==> src/rtl/pipe_skid_buffer.sv <==
// Two-entry elastic pipeline stage (main + skid register) with a registered
// upstream ready, so S_READY never combinationally depends on M_READY.
// COUNT doubles as the FSM state: 0 = EMPTY, 1 = BUSY, 2 = FULL.
module pipe_skid_buffer #(
  parameter int             N    = 32,
  parameter logic [N-1:0]   INIT = '0
) (
  input  logic         C,
  input  logic         R,
  input  logic         FLUSH,
  input  logic         S_VALID,
  output logic         S_READY,
  input  logic [N-1:0] S_DATA,
  output logic         M_VALID,
  input  logic         M_READY,
  output logic [N-1:0] M_DATA,
  output logic [1:0]   COUNT
);

  localparam logic [1:0] EMPTY = 2'd0;
  localparam logic [1:0] BUSY  = 2'd1;
  localparam logic [1:0] FULL  = 2'd2;

  logic [1:0]   state_q, state_d;
  logic         s_ready_q, s_ready_d;
  logic [N-1:0] main_q, main_d;
  logic [N-1:0] skid_q, skid_d;
  logic         in_xfer, out_xfer;

  assign in_xfer  = S_VALID & s_ready_q;
  assign out_xfer = (state_q != EMPTY) & M_READY;

  // State and registered ready; reset wins over flush.
  always_ff @(posedge C) begin
    if (R) begin
      state_q   <= EMPTY;
      s_ready_q <= 1'b0;
    end else begin
      state_q   <= state_d;
      s_ready_q <= s_ready_d;
    end
  end

  // Next-state: flush drops everything, otherwise follow the handshakes.
  always_comb begin
    state_d = state_q;
    if (FLUSH) begin
      state_d = EMPTY;
    end else begin
      case (state_q)
        EMPTY: if (in_xfer) state_d = BUSY;
        BUSY: begin
          if (in_xfer && !out_xfer)      state_d = FULL;
          else if (!in_xfer && out_xfer) state_d = EMPTY;
        end
        FULL:    if (out_xfer) state_d = BUSY;
        default: state_d = EMPTY;
      endcase
    end
    s_ready_d = (state_d != FULL);
  end

  // Outputs are pure functions of the registered state.
  always_comb begin
    M_VALID = (state_q != EMPTY);
    S_READY = s_ready_q;
    COUNT   = state_q;
    M_DATA  = main_q;
  end

  // Data-path loads; flush cycles load nothing so handshakes there are lost.
  always_comb begin
    main_d = main_q;
    skid_d = skid_q;
    if (!FLUSH) begin
      case (state_q)
        EMPTY: if (in_xfer) main_d = S_DATA;
        BUSY: begin
          if (in_xfer && out_xfer)  main_d = S_DATA;
          if (in_xfer && !out_xfer) skid_d = S_DATA;
        end
        FULL:    if (out_xfer) main_d = skid_q;
        default: ;
      endcase
    end
  end

  // Data registers reload INIT on reset and otherwise hold unless loaded.
  always_ff @(posedge C) begin
    if (R) begin
      main_q <= INIT;
      skid_q <= INIT;
    end else begin
      main_q <= main_d;
      skid_q <= skid_d;
    end
  end

endmodule
==> config.mk <==
export PLATFORM = sky130hd
export DESIGN_NAME = pipe_skid_buffer
export DESIGN_NICKNAME = d
export VERILOG_FILES = /design/src/rtl/pipe_skid_buffer.sv
export SDC_FILE = /design/constraint.sdc
export NUM_CORES = 1
export LEC_CHECK = 0
export CORE_UTILIZATION = 51
export CTS_CLUSTER_DIAMETER = 100
export CTS_CLUSTER_SIZE = 12
export DETAILED_ROUTE_END_ITERATION = 12
export GPL_TIMING_DRIVEN = 0
export HOLD_SLACK_MARGIN = 0.03
export PLACE_DENSITY_LB_ADDON = 0.25
export REMOVE_ABC_BUFFERS = 1
export SYNTH_ARGS = -nofsm -noshare
export SYNTH_HDL_FRONTEND = slang
export SYNTH_SLANG_ARGS = --single-unit
==> constraint.sdc <==
create_clock -name C -period 2.5 [get_ports C]
set_clock_uncertainty 0.15 [all_clocks]
set_input_delay 0.375 -clock C [delete_from_list [all_inputs] [get_ports C]]
set_output_delay 0.375 -clock C [all_outputs]
set_load 0.005 [all_outputs]
==> results of run 1 <==
==> worst paths after layout <==
kind	startpoint	end	depth (start not counted)
max	S_VALID	skid_q[11]$_SDFFE_PP0P_	5
max reg2reg	COUNT[1]$_SDFF_PP0_	skid_q[11]$_SDFFE_PP0P_	4
min	skid_q[2]$_SDFFE_PP0P_	skid_q[2]$_SDFFE_PP0P_	2
min reg2reg	skid_q[2]$_SDFFE_PP0P_	skid_q[2]$_SDFFE_PP0P_	2
==> cell families after synthesis <==
kind of cell / Yosys count
AO/OA/AOI/OAI: 68
buffers and inverters: 24
flip-flops: 67
multiplexers: 32
AND/OR/NAND/NOR: 109
==> area by class of cell <==
class | count | share of cell area, %
sequential | 67 | 36.6
multi-input combinational | 210 | 33.8
timing repair buffer | 79 | 22.6
clock buffer | 14 | 4.43
tap | 70 | 2.39
clock inverter | 2 | 0.273
==> Yosys cell counts, types with 2 or more instances <==
library cell,instances,area (µm²)
nor2_1,33,124
mux2i_1,32,320
dfxtp_1,67,1340
a211oi_1,33,248
nand3b_1,2,15.0
buf_2,7,35.0
nand4b_1,2,17.5
nand2_1,65,244
buf_6,3,33.8
clkbuf_1,13,48.8
a21oi_1,32,160
==> critical path: stages <==
cell             delay [ns]
clkdlybuf4s50_1        0.55
nand4b_1               0.22
or3_1                  0.84
nand2_1                0.24
a21oi_1                0.09
==> report_power, final <==
| group | internal [mW] | total [mW] | switching [mW] |
|---|---|---|---|
| combinational | 0.162 | 0.273 | 0.111 |
| sequential | 1.11 | 1.13 | 0.0216 |
| clock | 0.412 | 0.789 | 0.377 |
| total | 1.68 | 2.19 | 0.509 |
==> per-layer routing <==
metal | up-vias | wire, µm | GRT usage (%)
met1 | 1080 | 2590 | 25.6
met4 | 0 | 93 | 9.43
met5 | - | 0 | 0
li1 | 1174 | - | -
met2 | 72 | 2910 | 36.2
met3 | 10 | 397 | 6.91
==> flip-flops by register name (all words and copies together), names as in the netlist <==
register / flops
M_DATA: 32
S_READY: 1
skid_q: 32
COUNT: 2
==> per-stage QoR <==
step,setup WS (ns),util [%]
floorplan,0.219,-
global placement,-0.727,66.3
detailed placement,-0.286,68.2
CTS,0.0681,71.6
global route,0.0830,72.3
finish,0.239,72.3
==> summary.txt, run 1 <==
Die
  • Ports: 73
  • Starting Density: 52.9%
  • Die Ht: 74.5 µm
  • Die Area: 5560 µm²
  • Row Count: 26
  • Core box area: 5070 µm²
  • Chip width: 74.5 µm

Clock tree
  • TritonCTS Buffers: 9
  • Total number of clock tree sinks: 67
  • CTS Root Cell: clkbuf_8
  • Post-CTS sizing: 0
  • Setup bufs post-CTS: 0
  • H-tree depth: 3
  • Buffers from clock root to sink, at most: 2
  • Worst skew pair latency: 0.34 ns
  • CTS clk-pin slew, worst paths: 0.07 ns
  • TritonCTS clock tree: yes
  • Hold buffers post-CTS: 0

Place
  • PortBufs: 72
  • DP Area: 3460 µm²
  • Placed Cells: 422
  • HPWL Detailed: 3.68 mm
  • RD Place Congestion: 0.824

Logic synthesis
  • Syn Inst Count: 300
  • Top_reg_cell synth: dfxtp_1
  • Synthesized area: 2680 µm²
  • Area share of and/or/nand/nor cells after synthesis: 16.8%
  • Multiplexer share of the synthesized area: 11.9%
  • Register area share after synthesis: 50.0%
  • Compound-Gate Fraction of Synth Area: 16.6%
  • Post-synthesis area per instance: 8.95 µm²
  • Synth unique cells: 22
  • Yosys warns: 0
  • Synth Area in Adders: 0%
  • Post-synth EDFFs: 0
  • Post-Synth XOR/XNOR Area: 0%
  • Largest family of logic cells by synthesized area: simple AND/OR/NAND/NOR gates
  • Async set-or-reset flop fraction in the synthesized netlist: 0%
  • Flip-flop and latch count after synthesis: 67

Status
  • Status: completed

Timing
  • Worst Tran Pin Value: 1.14 ns
  • Setup TNS: 0 ns
  • Slew Limit Fails: 0
  • Hold WS: 0.303 ns
  • Maximum clock frequency: 0.442 GHz
  • Final hold viol count: 0
  • RSZ-0062 raised after global routing: false
  • Slew margin rel.: 23.7%
  • Final Cycle Share: 90.4%
  • # setup viols final: 0
  • Min cycle time layout: 2.26 ns

Critical path
  • Worst path arrival time: 2.32 ns
  • Worst reg-to-reg setup slack: 0.33 ns
  • Worst EP required: 2.56 ns
  • Worst-path maximum fanout: 32
  • CP Capture Type: register
  • CP Launch Type: input port
  • Crit path kind: in2reg

GRT
  • Largest net degree at the start of global routing: 42
  • Vias in the first global route: 2015
  • Antenna violations before repair: 0
  • GRT overflow: 0
  • Gr usage total: 21.7%
  • First-pass GRT wire length: 9.00 mm

Layout
  • Register area: 1340 µm²
  • Ant. Diodes: 0
  • Filler cell count: 409
  • Area delta synth->final: 36.7%
  • Commonest non-fill, non-tap cell in the layout: clkdlybuf4s50_1
  • Finished Layout Cells: 442
  • Area of the multi-input gates: 1240 µm²
  • Most frequent cells in the layout: clkdlybuf4s50_1, dfxtp_1, nand2_1
  • Cell area after layout: 3670 µm²
  • Fin nets: 404
  • Ratio of cells with drive above 1 in the final layout: 6.99%

Route
  • Via count of the routed design: 2336
  • Routed WL: 5.99 mm
  • Initial DRC Count: 123
  • Post-route ant nets: 0
  • DRC Markers: 0
  • DRT Pass-1 Iters: 4
  • Post-detailed-route via-to-cell ratio: 5.29
  • WL per Instance: 13.5 µm

Worst hold path
  • Hold Crit Class: reg2reg

Power
  • Total power: 2.19 mW
  • Peak VDD IR: 0.363 mV
  • Pleak: 1.46 nW
  • Pwr dens: 597 nW/µm²

Job
  • Total of max-cap violations: 0
(Power assumes the default switching activity.)
==> inputs of run 2 (changes only) <==
--- a/config.mk
+++ b/config.mk
@@ -12,7 +12,6 @@
 export GPL_TIMING_DRIVEN = 0
 export HOLD_SLACK_MARGIN = 0.03
 export PLACE_DENSITY_LB_ADDON = 0.25
-export REMOVE_ABC_BUFFERS = 1
 export SYNTH_ARGS = -nofsm -noshare
 export SYNTH_HDL_FRONTEND = slang
 export SYNTH_SLANG_ARGS = --single-unit
==> summary.txt, run 2 (synthesized netlist as in run 1, its figures left out) <==
Status
  • Status: completed

Layout
  • Area of the multi-input gates: 1220 µm² (-1.7%)
  • Core Util, Final: 72.1% (-0.15 points)
  • Filler cell count: 411 (+0.49%)
  • Most frequent cells in the layout: clkdlybuf4s50_1, dfxtp_1, nand2_1
  • Ant. Diodes: 0 (unchanged)
  • Area delta synth->final: 36.4%
  • Fin nets: 419 (+3.7%)
  • Register area: 1340 µm² (unchanged)
  • Commonest non-fill, non-tap cell in the layout: clkdlybuf4s50_1
  • Ratio of cells with drive above 1 in the final layout: 7.25% (+0.26 points)

Route
  • Post-detailed-route via-to-cell ratio: 5.27 (-0.37%)
  • DRC Markers: 0 (unchanged)
  • WL per Instance: 13.7 µm (+1.4%)
  • DRT Pass-1 Iters: 7 (+3)
  • Post-route ant nets: 0 (unchanged)
  • Via count of the routed design: 2401 (+2.8%)
  • Initial DRC Count: 112 (-8.9%)
  • Routed WL: 6.26 mm (+4.6%)

Critical path
  • Worst reg-to-reg setup slack: 0.60 ns (+0.27 ns)
  • Worst r2r path cells: 6 (+2)
  • Worst EP required: 2.55 ns (about the same)
  • Worst path arrival time: 2.08 ns (-0.24 ns)
  • Worst-path maximum fanout: 10 (-69%)
  • CP Launch Type: input port
  • CP Capture Type: register
  • Worst r2r src: COUNT[1]$_SDFF_PP0_
  • Crit path kind: in2reg
  • Beginning of the critical path: S_VALID
  • R2R Path End: skid_q[13]$_SDFFE_PP0P_

GRT
  • Met1 Resource Use GR: 27.7% (+2.1 points)
  • First-pass GRT wire length: 9.67 mm (+7.4%)
  • Largest net degree at the start of global routing: 11 (-74%)
  • Vias in the first global route: 2175 (+7.9%)
  • Gr usage total: 23.4% (+1.7 points)
  • Antenna violations before repair: 0 (unchanged)
  • GR met3 Demand/Resource: 4.34% (-2.6 points)
  • GR Util met2: 40.0% (+3.8 points)
  • GR peak layer: met2
  • GRT overflow: 0 (unchanged)

Die
  • Row Count: 26 (unchanged)
  • Core box area: 5070 µm² (unchanged)
  • Die Area: 5560 µm² (unchanged)
  • Chip width: 74.5 µm (unchanged)
  • Starting Density: 52.9% (unchanged)
  • Ports: 73 (unchanged)
  • Die Ht: 74.5 µm (unchanged)

Clock tree
  • Post-CTS sizing: 0 (unchanged)
  • Worst skew pair latency: 0.33 ns (about the same)
  • Hold buffers post-CTS: 0 (unchanged)
  • Total number of clock tree sinks: 67 (unchanged)
  • Setup bufs post-CTS: 0 (unchanged)
  • H-tree depth: 3 (unchanged)
  • CTS Root Cell: clkbuf_8
  • TritonCTS Buffers: 9 (unchanged)
  • TritonCTS clock tree: yes
  • CTS clk-pin slew, worst paths: 0.07 ns (about the same)
  • Buffers from clock root to sink, at most: 2 (unchanged)

Logic synthesis
  • Syn Nets: 337

Timing
  • RSZ-0062 raised after global routing: false
  • Worst Tran Pin Value: 0.536 ns (-0.608 ns)
  • Slew margin rel.: 64.3% (+41 points)
  • # setup viols final: 0 (unchanged)
  • Slew Limit Fails: 0 (unchanged)
  • Maximum clock frequency: 0.493 GHz (+12%)
  • Final Cycle Share: 81.1% (-9.3 points)
  • Min cycle time layout: 2.03 ns (-0.233 ns)
  • Setup TNS: 0 ns (unchanged)
  • Final hold viol count: 0 (unchanged)

Place
  • PortBufs: 71 (-1.4%)
  • HPWL Detailed: 4.22 mm (+15%)
  • RD Place Congestion: 0.787 (-4.6%)

Power
  • Pwr dens: 605 nW/µm² (+1.3%)
  • Peak VDD IR: 0.447 mV (+23%)
  • Pleak: 1.46 nW (about the same)

Worst hold path
  • Hold_sp: R
  • Worst Hold Depth: 2 (unchanged)
  • Hold worst-path end: COUNT[1]$_SDFF_PP0_
  • Hold Crit Class: in2reg

Job
  • Total of max-cap violations: 0 (unchanged)
## run 2: cell types whose count changed in the layout (fill, tap and decap cells not counted), moves of 2 or more
cell      change
buf_6         +3
buf_2         +6
clkbuf_1     +11
buf_16        -2
buf_4         -2
## run 2: worst max-delay path by stage
stage	slack, ns	endpoint	cells after the start
4_1_cts	0.47	skid_q[13]$_SDFFE_PP0P_	7
6_report	0.47	skid_q[13]$_SDFFE_PP0P_	7
3_5_place_dp	0.15	skid_q[11]$_SDFFE_PP0P_	7
5_1_grt	0.32	skid_q[13]$_SDFFE_PP0P_	7
2_1_floorplan	0.89	skid_q[11]$_SDFFE_PP0P_	6
3_3_place_gp	0.19	skid_q[22]$_SDFFE_PP0P_	7
## run 2: per-stage QoR
| step | worst slack (ns) | hold slack (ns) | power (mW) | cell area (µm²) | instances |
|---|---|---|---|---|---|
| CTS | 0.472 | 0.296 | 2.23 | 3660 | 456 |
| finish | 0.473 | 0.298 | 2.21 | 3660 | 456 |
| floorplan | 0.886 | 0.286 | 1.26 | 2680 | 300 |
| global route | 0.322 | 0.314 | 2.30 | 3660 | 456 |
| global placement | 0.186 | 0.291 | 1.42 | 3480 | 441 |
| detailed placement | 0.148 | 0.296 | 1.42 | 3480 | 441 |
## run 2: power by group
group | leakage, nW | total [mW] | internal [mW] | switching, mW
logic | 0.817 | 0.269 | 0.159 | 0.110
clock network | 0.0953 | 0.817 | 0.433 | 0.384
registers | 0.545 | 1.13 | 1.11 | 0.0220
total | 1.46 | 2.21 | 1.70 | 0.516
## run 2: layout make-up
class                   instances  area share (%)
clock buffers                  13            4.61
repair buffers                 71            19.4
flip-flops and latches         67            36.6
clock inverters                 2           0.273
well taps                      70            2.39
multi-input cells             209            33.3
plain buffers                  24            3.42
## run 2: worst max-delay path, cell delays in order
cell	delay [ns]
clkdlybuf4s50_1	0.54
nand4b_1	0.18
or3_1	0.33
clkbuf_1	0.17
clkbuf_1	0.27
nand2_1	0.14
a21oi_1	0.08
## run 2: routing by layer
layer,share of wire [%],vias up
li1,-,1192
met1,45,1120
met2,48,75
met3,4.7,14
met4,2.3,0
met5,0,-
